<file path="config.mk">
export PLATFORM = sky130hd
export DESIGN_NAME = ex_mem_reg_flat
export DESIGN_NICKNAME = d
export VERILOG_FILES = /design/src/rtl/ex_mem_reg_pkg.sv /design/src/rtl/ex_mem_reg_if.sv /design/src/rtl/ex_mem_reg_flag_unit.sv /design/src/rtl/ex_mem_reg.sv /design/src/flat_wrapper.sv
export SDC_FILE = /design/constraint.sdc
export NUM_CORES = 1
export LEC_CHECK = 0
export CORE_AREA = 2 2 56 58
export CTS_CLUSTER_DIAMETER = 80
export DETAILED_ROUTE_END_ITERATION = 8
export DIE_AREA = 0 0 58 60
export DONT_BUFFER_PORTS = 1
export GPL_ROUTABILITY_DRIVEN = 0
export PLACE_DENSITY = 0.8
export SYNTH_ARGS = -nofsm -noshare
export SYNTH_HDL_FRONTEND = slang
export SYNTH_SLANG_ARGS = --single-unit
</file>
<file path="constraint.sdc">
create_clock -name clk -period 2.2 [get_ports clk]
set_input_delay 0.44 -clock clk [delete_from_list [all_inputs] [get_ports clk]]
set_output_delay 0.44 -clock clk [all_outputs]
set_load 0.02 [all_outputs]
</file>
<file path="src/rtl/ex_mem_reg_pkg.sv">
// Shared WISC definitions: opcodes, flag bit positions, word type and the EX/MEM register layout.
// Also holds the opcode -> flag write-mask decode used by the flag unit.
package wisc_pkg;

  typedef logic [15:0] word_t;

  typedef enum logic [3:0] {
    OP_ADD    = 4'h0,
    OP_SUB    = 4'h1,
    OP_XOR    = 4'h2,
    OP_RED    = 4'h3,
    OP_SLL    = 4'h4,
    OP_SRA    = 4'h5,
    OP_ROR    = 4'h6,
    OP_PADDSB = 4'h7,
    OP_LW     = 4'h8,
    OP_SW     = 4'h9,
    OP_LLB    = 4'hA,
    OP_LHB    = 4'hB,
    OP_B      = 4'hC,
    OP_BR     = 4'hD,
    OP_PCS    = 4'hE,
    OP_HLT    = 4'hF
  } opcode_e;

  localparam int FLAG_Z = 0;
  localparam int FLAG_V = 1;
  localparam int FLAG_N = 2;

  typedef struct packed {
    logic       valid;
    logic       reg_write;
    logic       mem_read;
    logic       mem_write;
    logic       halt;
    logic [3:0] opcode;
    word_t      alu_result;
    word_t      store_data;
    logic [3:0] rd;
  } mem_stage_t;

  // ADD/SUB write all three flags; logic/shift ops write Z only; everything else writes none.
  function automatic logic [2:0] flag_wr_mask(input logic [3:0] op);
    logic [2:0] m;
    m = 3'b000;
    case (op)
      OP_ADD, OP_SUB:                 m = 3'b111;
      OP_XOR, OP_SLL, OP_SRA, OP_ROR: m[FLAG_Z] = 1'b1;
      default:                        m = 3'b000;
    endcase
    return m;
  endfunction

endpackage

</file>
<file path="src/rtl/ex_mem_reg_if.sv">
// EX -> MEM pipeline bus: EX-side instruction fields in, registered MEM fields and flags out.
// master drives the EX side, slave is the pipeline register.
interface ex_mem_reg_if;
  import wisc_pkg::*;

  logic       ex_valid;
  logic [3:0] ex_opcode;
  word_t      ex_alu_result;
  logic       ex_ovfl;
  word_t      ex_store_data;
  logic [3:0] ex_rd;
  logic       ex_reg_write;
  logic       ex_mem_read;
  logic       ex_mem_write;

  logic       mem_valid;
  logic       mem_reg_write;
  logic       mem_mem_read;
  logic       mem_mem_write;
  logic       mem_halt;
  logic [3:0] mem_opcode;
  word_t      mem_alu_result;
  word_t      mem_store_data;
  logic [3:0] mem_rd;

  logic       flag_z;
  logic       flag_v;
  logic       flag_n;

  modport master (
    output ex_valid, ex_opcode, ex_alu_result, ex_ovfl, ex_store_data, ex_rd,
           ex_reg_write, ex_mem_read, ex_mem_write,
    input  mem_valid, mem_reg_write, mem_mem_read, mem_mem_write, mem_halt,
           mem_opcode, mem_alu_result, mem_store_data, mem_rd,
           flag_z, flag_v, flag_n
  );

  modport slave (
    input  ex_valid, ex_opcode, ex_alu_result, ex_ovfl, ex_store_data, ex_rd,
           ex_reg_write, ex_mem_read, ex_mem_write,
    output mem_valid, mem_reg_write, mem_mem_read, mem_mem_write, mem_halt,
           mem_opcode, mem_alu_result, mem_store_data, mem_rd,
           flag_z, flag_v, flag_n
  );

endinterface

</file>
<file path="src/rtl/ex_mem_reg_flag_unit.sv">
// Z/V/N flag register with per-bit write enables decoded from the advancing opcode.
// EXMEM_FLAG_FWD_EN: outputs show the next-state flags combinationally; otherwise the registered flags.
module flag_unit
  import wisc_pkg::*;
(
  input  logic       clk,
  input  logic       rst,
  input  logic       adv_i,
  input  logic [3:0] opcode_i,
  input  word_t      result_i,
  input  logic       ovfl_i,
  output logic [2:0] flags_o
);

  logic [2:0] flags_q, flags_d;
  logic [2:0] we;
  logic [2:0] val;

  always_comb begin
    we           = adv_i ? flag_wr_mask(opcode_i) : 3'b000;
    val          = 3'b000;
    val[FLAG_Z]  = (result_i == 16'h0000);
    val[FLAG_N]  = result_i[15];
    val[FLAG_V]  = ovfl_i;
    flags_d      = (flags_q & ~we) | (val & we);
  end

  always_ff @(posedge clk) begin
    if (rst) begin
      flags_q <= 3'b000;
    end else begin
      flags_q <= flags_d;
    end
  end

`ifdef EXMEM_FLAG_FWD_EN
  // Forwarded view must also reflect the reset that will land on this edge.
  assign flags_o = rst ? 3'b000 : flags_d;
`else
  assign flags_o = flags_q;
`endif

endmodule

</file>
<file path="src/rtl/ex_mem_reg.sv">
// EX/MEM pipeline register with stall/flush, sticky halt and the architectural flag unit.
// Optional macro EXMEM_FLAG_FWD_EN forwards next-state flags combinationally.
module ex_mem_reg
  import wisc_pkg::*;
(
  input  logic         clk,
  input  logic         rst,
  input  logic         stall,
  input  logic         flush,
  ex_mem_reg_if.slave  bus
);

  mem_stage_t mem_q, mem_d;
  logic       adv;
  logic [2:0] flags;

  assign adv = bus.ex_valid & ~stall & ~flush;

  always_comb begin
    mem_d = mem_q;
    if (!stall && flush) begin
      mem_d.valid     = 1'b0;
      mem_d.reg_write = 1'b0;
      mem_d.mem_read  = 1'b0;
      mem_d.mem_write = 1'b0;
    end else if (!stall) begin
      mem_d.valid      = bus.ex_valid;
      mem_d.reg_write  = bus.ex_valid & bus.ex_reg_write;
      mem_d.mem_read   = bus.ex_valid & bus.ex_mem_read;
      mem_d.mem_write  = bus.ex_valid & bus.ex_mem_write;
      mem_d.halt       = mem_q.halt | (bus.ex_valid & (bus.ex_opcode == OP_HLT));
      mem_d.opcode     = bus.ex_opcode;
      mem_d.alu_result = bus.ex_alu_result;
      mem_d.store_data = bus.ex_store_data;
      mem_d.rd         = bus.ex_rd;
    end
  end

  // Halt is sticky: only reset clears it, so flush leaves mem_q.halt untouched.
  always_ff @(posedge clk) begin
    if (rst) begin
      mem_q <= '0;
    end else begin
      mem_q <= mem_d;
    end
  end

  flag_unit u_flag_unit (
    .clk      (clk),
    .rst      (rst),
    .adv_i    (adv),
    .opcode_i (bus.ex_opcode),
    .result_i (bus.ex_alu_result),
    .ovfl_i   (bus.ex_ovfl),
    .flags_o  (flags)
  );

  assign bus.mem_valid      = mem_q.valid;
  assign bus.mem_reg_write  = mem_q.reg_write;
  assign bus.mem_mem_read   = mem_q.mem_read;
  assign bus.mem_mem_write  = mem_q.mem_write;
  assign bus.mem_halt       = mem_q.halt;
  assign bus.mem_opcode     = mem_q.opcode;
  assign bus.mem_alu_result = mem_q.alu_result;
  assign bus.mem_store_data = mem_q.store_data;
  assign bus.mem_rd         = mem_q.rd;
  assign bus.flag_z         = flags[FLAG_Z];
  assign bus.flag_v         = flags[FLAG_V];
  assign bus.flag_n         = flags[FLAG_N];

endmodule

</file>
<file path="src/flat_wrapper.sv">
// flat-port wrapper written by rule: the top's interface ports become plain ports
module ex_mem_reg_flat import wisc_pkg::*;
  (clk, rst, stall, flush, bus_ex_valid, bus_ex_opcode, bus_ex_alu_result, bus_ex_ovfl, bus_ex_store_data, bus_ex_rd, bus_ex_reg_write, bus_ex_mem_read, bus_ex_mem_write, bus_mem_valid, bus_mem_reg_write, bus_mem_mem_read, bus_mem_mem_write, bus_mem_halt, bus_mem_opcode, bus_mem_alu_result, bus_mem_store_data, bus_mem_rd, bus_flag_z, bus_flag_v, bus_flag_n);
  ex_mem_reg_if bus_i ();
  input  logic clk;
  input  logic rst;
  input  logic stall;
  input  logic flush;
  input wire logic [$bits(bus_i.ex_valid)-1:0] bus_ex_valid;
  input wire logic [$bits(bus_i.ex_opcode)-1:0] bus_ex_opcode;
  input wire logic [$bits(bus_i.ex_alu_result)-1:0] bus_ex_alu_result;
  input wire logic [$bits(bus_i.ex_ovfl)-1:0] bus_ex_ovfl;
  input wire logic [$bits(bus_i.ex_store_data)-1:0] bus_ex_store_data;
  input wire logic [$bits(bus_i.ex_rd)-1:0] bus_ex_rd;
  input wire logic [$bits(bus_i.ex_reg_write)-1:0] bus_ex_reg_write;
  input wire logic [$bits(bus_i.ex_mem_read)-1:0] bus_ex_mem_read;
  input wire logic [$bits(bus_i.ex_mem_write)-1:0] bus_ex_mem_write;
  output wire logic [$bits(bus_i.mem_valid)-1:0] bus_mem_valid;
  output wire logic [$bits(bus_i.mem_reg_write)-1:0] bus_mem_reg_write;
  output wire logic [$bits(bus_i.mem_mem_read)-1:0] bus_mem_mem_read;
  output wire logic [$bits(bus_i.mem_mem_write)-1:0] bus_mem_mem_write;
  output wire logic [$bits(bus_i.mem_halt)-1:0] bus_mem_halt;
  output wire logic [$bits(bus_i.mem_opcode)-1:0] bus_mem_opcode;
  output wire logic [$bits(bus_i.mem_alu_result)-1:0] bus_mem_alu_result;
  output wire logic [$bits(bus_i.mem_store_data)-1:0] bus_mem_store_data;
  output wire logic [$bits(bus_i.mem_rd)-1:0] bus_mem_rd;
  output wire logic [$bits(bus_i.flag_z)-1:0] bus_flag_z;
  output wire logic [$bits(bus_i.flag_v)-1:0] bus_flag_v;
  output wire logic [$bits(bus_i.flag_n)-1:0] bus_flag_n;
  assign bus_i.ex_valid = bus_ex_valid;
  assign bus_i.ex_opcode = bus_ex_opcode;
  assign bus_i.ex_alu_result = bus_ex_alu_result;
  assign bus_i.ex_ovfl = bus_ex_ovfl;
  assign bus_i.ex_store_data = bus_ex_store_data;
  assign bus_i.ex_rd = bus_ex_rd;
  assign bus_i.ex_reg_write = bus_ex_reg_write;
  assign bus_i.ex_mem_read = bus_ex_mem_read;
  assign bus_i.ex_mem_write = bus_ex_mem_write;
  assign bus_mem_valid = bus_i.mem_valid;
  assign bus_mem_reg_write = bus_i.mem_reg_write;
  assign bus_mem_mem_read = bus_i.mem_mem_read;
  assign bus_mem_mem_write = bus_i.mem_mem_write;
  assign bus_mem_halt = bus_i.mem_halt;
  assign bus_mem_opcode = bus_i.mem_opcode;
  assign bus_mem_alu_result = bus_i.mem_alu_result;
  assign bus_mem_store_data = bus_i.mem_store_data;
  assign bus_mem_rd = bus_i.mem_rd;
  assign bus_flag_z = bus_i.flag_z;
  assign bus_flag_v = bus_i.flag_v;
  assign bus_flag_n = bus_i.flag_n;
  ex_mem_reg u_core (.clk(clk), .rst(rst), .stall(stall), .flush(flush), .bus(bus_i));
endmodule
</file>
Yosys cells after proc, flatten, opt, wreduce, memory -nomap -nowiden

Cells that the tools add are included.

Register bits: 48
Word-level logic and storage cells: 41
Output and inout bits: 48

Reductions and logical operators: 8
Equality and inequality tests: 6
Bitwise gates (word level): 14
Mux-type cells: 3

Operators with widths:

| kind                                                 | count |
|---|---|
| zero test 16 bit                                     | 1 |
| equality test 4 x 3 -> 1 bit (second input constant) | 3 |
| bitwise AND 1 bit                                    | 6 |
| bitwise AND 3 bit                                    | 2 |
| OR reduction 6 bit                                   | 1 |
| equality test 4 x 1 -> 1 bit (second input constant) | 1 |
| equality test 4 x 2 -> 1 bit (second input constant) | 1 |
| equality test 4 bit (second input constant)          | 1 |
| zero test 4 bit                                      | 1 |
| OR reduction 2 bit                                   | 2 |
| 2-to-1 mux 3 bit                                     | 1 |
| NOT 1 bit                                            | 3 |
| NOT 3 bit                                            | 1 |
| bitwise OR 3 bit                                     | 1 |
| 2-to-1 mux 2 bit                                     | 1 |
| AND reduction 2 bit                                  | 1 |
| logical AND 1 bit                                    | 1 |
| zero test 1 bit                                      | 1 |
| 2-to-1 mux 1 bit                                     | 1 |
| bitwise OR 1 bit                                     | 1 |

Depth between registers and ports, before layout

Depth after elaboration: 7
Mapped depth: 5

Cells and area by module

Synthesis repeated with hierarchy kept, for this count alone.

Cells, all modules: 224
Area, all modules: 2065.7 µm²

By module, submodules not included:

| module     | cells each | area each (µm²) | times used |
|---|---|---|---|
| ex_mem_reg | 204        | 1886.8          | 1 |
| flag_unit  | 20         | 178.9           | 1 |

Least setup slack after synthesis

OpenSTA, ideal clock, no wires.

Path type: input port to flip-flop
From: in stall
To: reg with a tool-made name
Data required time: 2.068 ns
Data arrival time: 1.350 ns
Setup time: 0.132 ns
Slack: 0.718 ns
Stages on the path: 4
Buffers on the path: 1
Cells stage by stage: buf_6 or4b_4 o31ai_1 a21oi_1

RTL lines:

| item            | line              | RTL |
|---|---|---|
| start, declared | flat_wrapper.sv:7 | `input logic stall;` |

==> results.sh <==
export IMPL_post_cts_setup_buffer_count=0
export IMPL_synth_fa_ha_area_frac=0
export IMPL_drc=0
export IMPL_die_x_um=58
export IMPL_crit_arrival_ps=840
export IMPL_maxSlewViolCount=0
export IMPL_initial_core_util=0.6056
export IMPL_grt_max_degree=50
export IMPL_p_per_area_nw_per_um2=874.4
export IMPL_port_buffers=0
export IMPL_setup_tns_ps=0
export IMPL_skew_ps=0
export IMPL_yosys_area_share_simple=0.2555
export IMPL_synth_distinct_cells=23
export IMPL_final_cells=248
export IMPL_fin_crit_ps=1283
export IMPL_hpwl_um=2717
export IMPL_rsz0062_at_grt="false"
export IMPL_synth_xor_area_frac=0
export IMPL_wl_met2_um=1971
export IMPL_die_area_um2=3480
export IMPL_first_iter_violations=96
export IMPL_route_vias_total=1435
export IMPL_insertion_delay_ps=350
export IMPL_antennaDiodeCount=0
export IMPL_dp_cells=240
export IMPL_grt_pass1_wl_um=5782
export IMPL_final_setup_viol_count=0
export IMPL_syn_inst=220
export IMPL_timing_hold_violations_final=0
export IMPL_crit_path_end="bus_flag_n"
export IMPL_r2r_slack_ps=1280
export IMPL_grt_pass1_vias=1324
export IMPL_p_leak_uw=0.0006427
export IMPL_placed_cell_area_um2=1745
export IMPL_ir_worst_vdd_mv=0.6427
export IMPL_worstMarginPinSlew_ps=721.5
export IMPL_grtUsageTotal=0.2240
export IMPL_viasPerCell=5.786
export IMPL_clk_path_buf_depth=2
export IMPL_worstRegToRegCells=3
export IMPL_fp_coreArea_um2=2903
export IMPL_clock_fmax_mhz=779.5
export IMPL_rows=20
export IMPL_period_share=0.5831
export IMPL_path_depth=0
export IMPL_synth_compound_area_frac=0.1495
export IMPL_htreeDepth=2
export IMPL_drv_cap=0
export IMPL_antenna_found_initial=0
export IMPL_synth_area_mux_share=0.005694
export IMPL_io_pins=97
export IMPL_status="complete, no violations"
export IMPL_critPathKind="register to output port"
export IMPL_drive_above_1_share=0.06512
export IMPL_min_path_type="primary input to register"
export IMPL_final_cell_mix="nand2_1, dfxtp_1, a21oi_1, clkbuf_4, nor2_1"
export IMPL_final_util=0.6341
export IMPL_required_ps=1760
export IMPL_cts_buffers=5
export IMPL_relSlewSlack=0.5190
export IMPL_drt_antenna_violating_nets=0
export IMPL_wl_met1_um=1452
export IMPL_synthArstFlopShare=0
export IMPL_netlist_area_um2=1758
export IMPL_dr_pass1_iters=4
export IMPL_layout_commonest_cell="nand2_1"
export IMPL_cts_tree="done"
export IMPL_path_clk_slew_ps=130
export IMPL_layout_nets=263
export IMPL_cp_end_kind="output port"
export IMPL_synth_top_family_by_area="simple AND/OR/NAND/NOR gates"
export IMPL_grt_overflow=0
export IMPL_synth_warnings=0
export IMPL_synthFlopType="dfxtp_1"
export IMPL_wirelength_um=3832
export IMPL_ys_ff_latch=48
export IMPL_die_y_um=60
export IMPL_postCtsHoldBufs=0
export IMPL_top_layer="met4"
export IMPL_postCtsResizedCells=0
export IMPL_areaGrowthSynthToFinish_pct=4.698
export IMPL_wl_per_cell_um=15.45
export IMPL_start_kind="register"
export IMPL_synth_fp_nets=269
export IMPL_fin_area_um2=1841
export IMPL_yosysSeqAreaShare=0.5466
export IMPL_clock_sinks=48
export IMPL_whs_ps=135.8
export IMPL_synth_edf_count=0
export IMPL_cp_max_fo=2
export IMPL_wl_met3_um=382
export IMPL_syn_avg_cell_area_um2=7.991
export IMPL_cts_root_buf="clkbuf_4"
==> kinds of logic after synthesis <==
kind of cell	Yosys count
muxes	1
and+or+nand+nor	105
DFF	48
AOI/OAI and AO/OA	50
buffers and inverters	16
==> layer usage <==
layer,vias to the layer above,global-route usage
li1,712,-
met1,648,0.2322
met2,71,0.3961
met3,4,0.1061
met4,0,0.07973
met5,-,0
==> report_power, final <==
part	internal [uW]	switching, uW	total (uW)
Clock	302	255	557
Combinational	32.1	47.9	80.0
Sequential	905	66.8	972
==> how the worst min path moves through the flow <==
stage	from	end	slack [ps]	depth (start not counted)
floorplan	u_core.bus.mem_alu_result[10]	u_core.bus.mem_alu_result[10]	530	2
global placement	rst	u_core.bus.mem_alu_result[9]	510	1
detailed placement	rst	u_core.bus.mem_alu_result[9]	510	1
CTS	rst	u_core.bus.mem_alu_result[9]	120	1
global route	rst	u_core.bus.mem_alu_result[0]	90	1
finish	rst	u_core.bus.mem_alu_result[9]	140	1
==> worst register-to-register path, cell delays in order (launching register included) <==
cell	delay, ps
dfxtp_1	480
inv_1	70
a211o_1	260
o21ai_0	60
==> synth_stat cells (all sizes together), types with 2 or more instances <==
cell type  count  area share
nand2         84        0.18
dfxtp         48        0.55
a21oi         45        0.13
clkbuf         8       0.017
buf            7       0.023
nor2           5       0.011
nand3          3      0.0085
nand3b         3       0.013
nor4           3       0.011
o31ai          2      0.0085
==> layout make-up <==
class	instances	area, um^2
well taps	33	41.29
multi-input cells	156	724.4
clock inverters	1	30.03
fillers	275	1062
repair buffers	2	15.01
clock buffers	7	65.06
inverters	1	3.754
flip-flops and latches	48	960.9
==> stage by stage <==
step	setup WS [ps]	total power, uW
finish	917.2	1609
global route	856.0	1685
CTS	894.2	1624
detailed placement	753.3	1073
global placement	830.7	1065
floorplan	717.6	1068
==> registers in the layout, summed over array words and instances (netlist names), named ones only <==
signal / flops
u_core.bus.mem_valid: 1
u_core.bus.mem_store_data: 16
u_core.bus.mem_reg_write: 1
u_core.bus.mem_mem_write: 1
u_core.bus.mem_alu_result: 16
u_core.bus.mem_opcode: 4
u_core.bus.mem_mem_read: 1
u_core.bus.mem_rd: 4
u_core.bus.mem_halt: 1
Note: power is estimated with default switching activity, not from simulation.
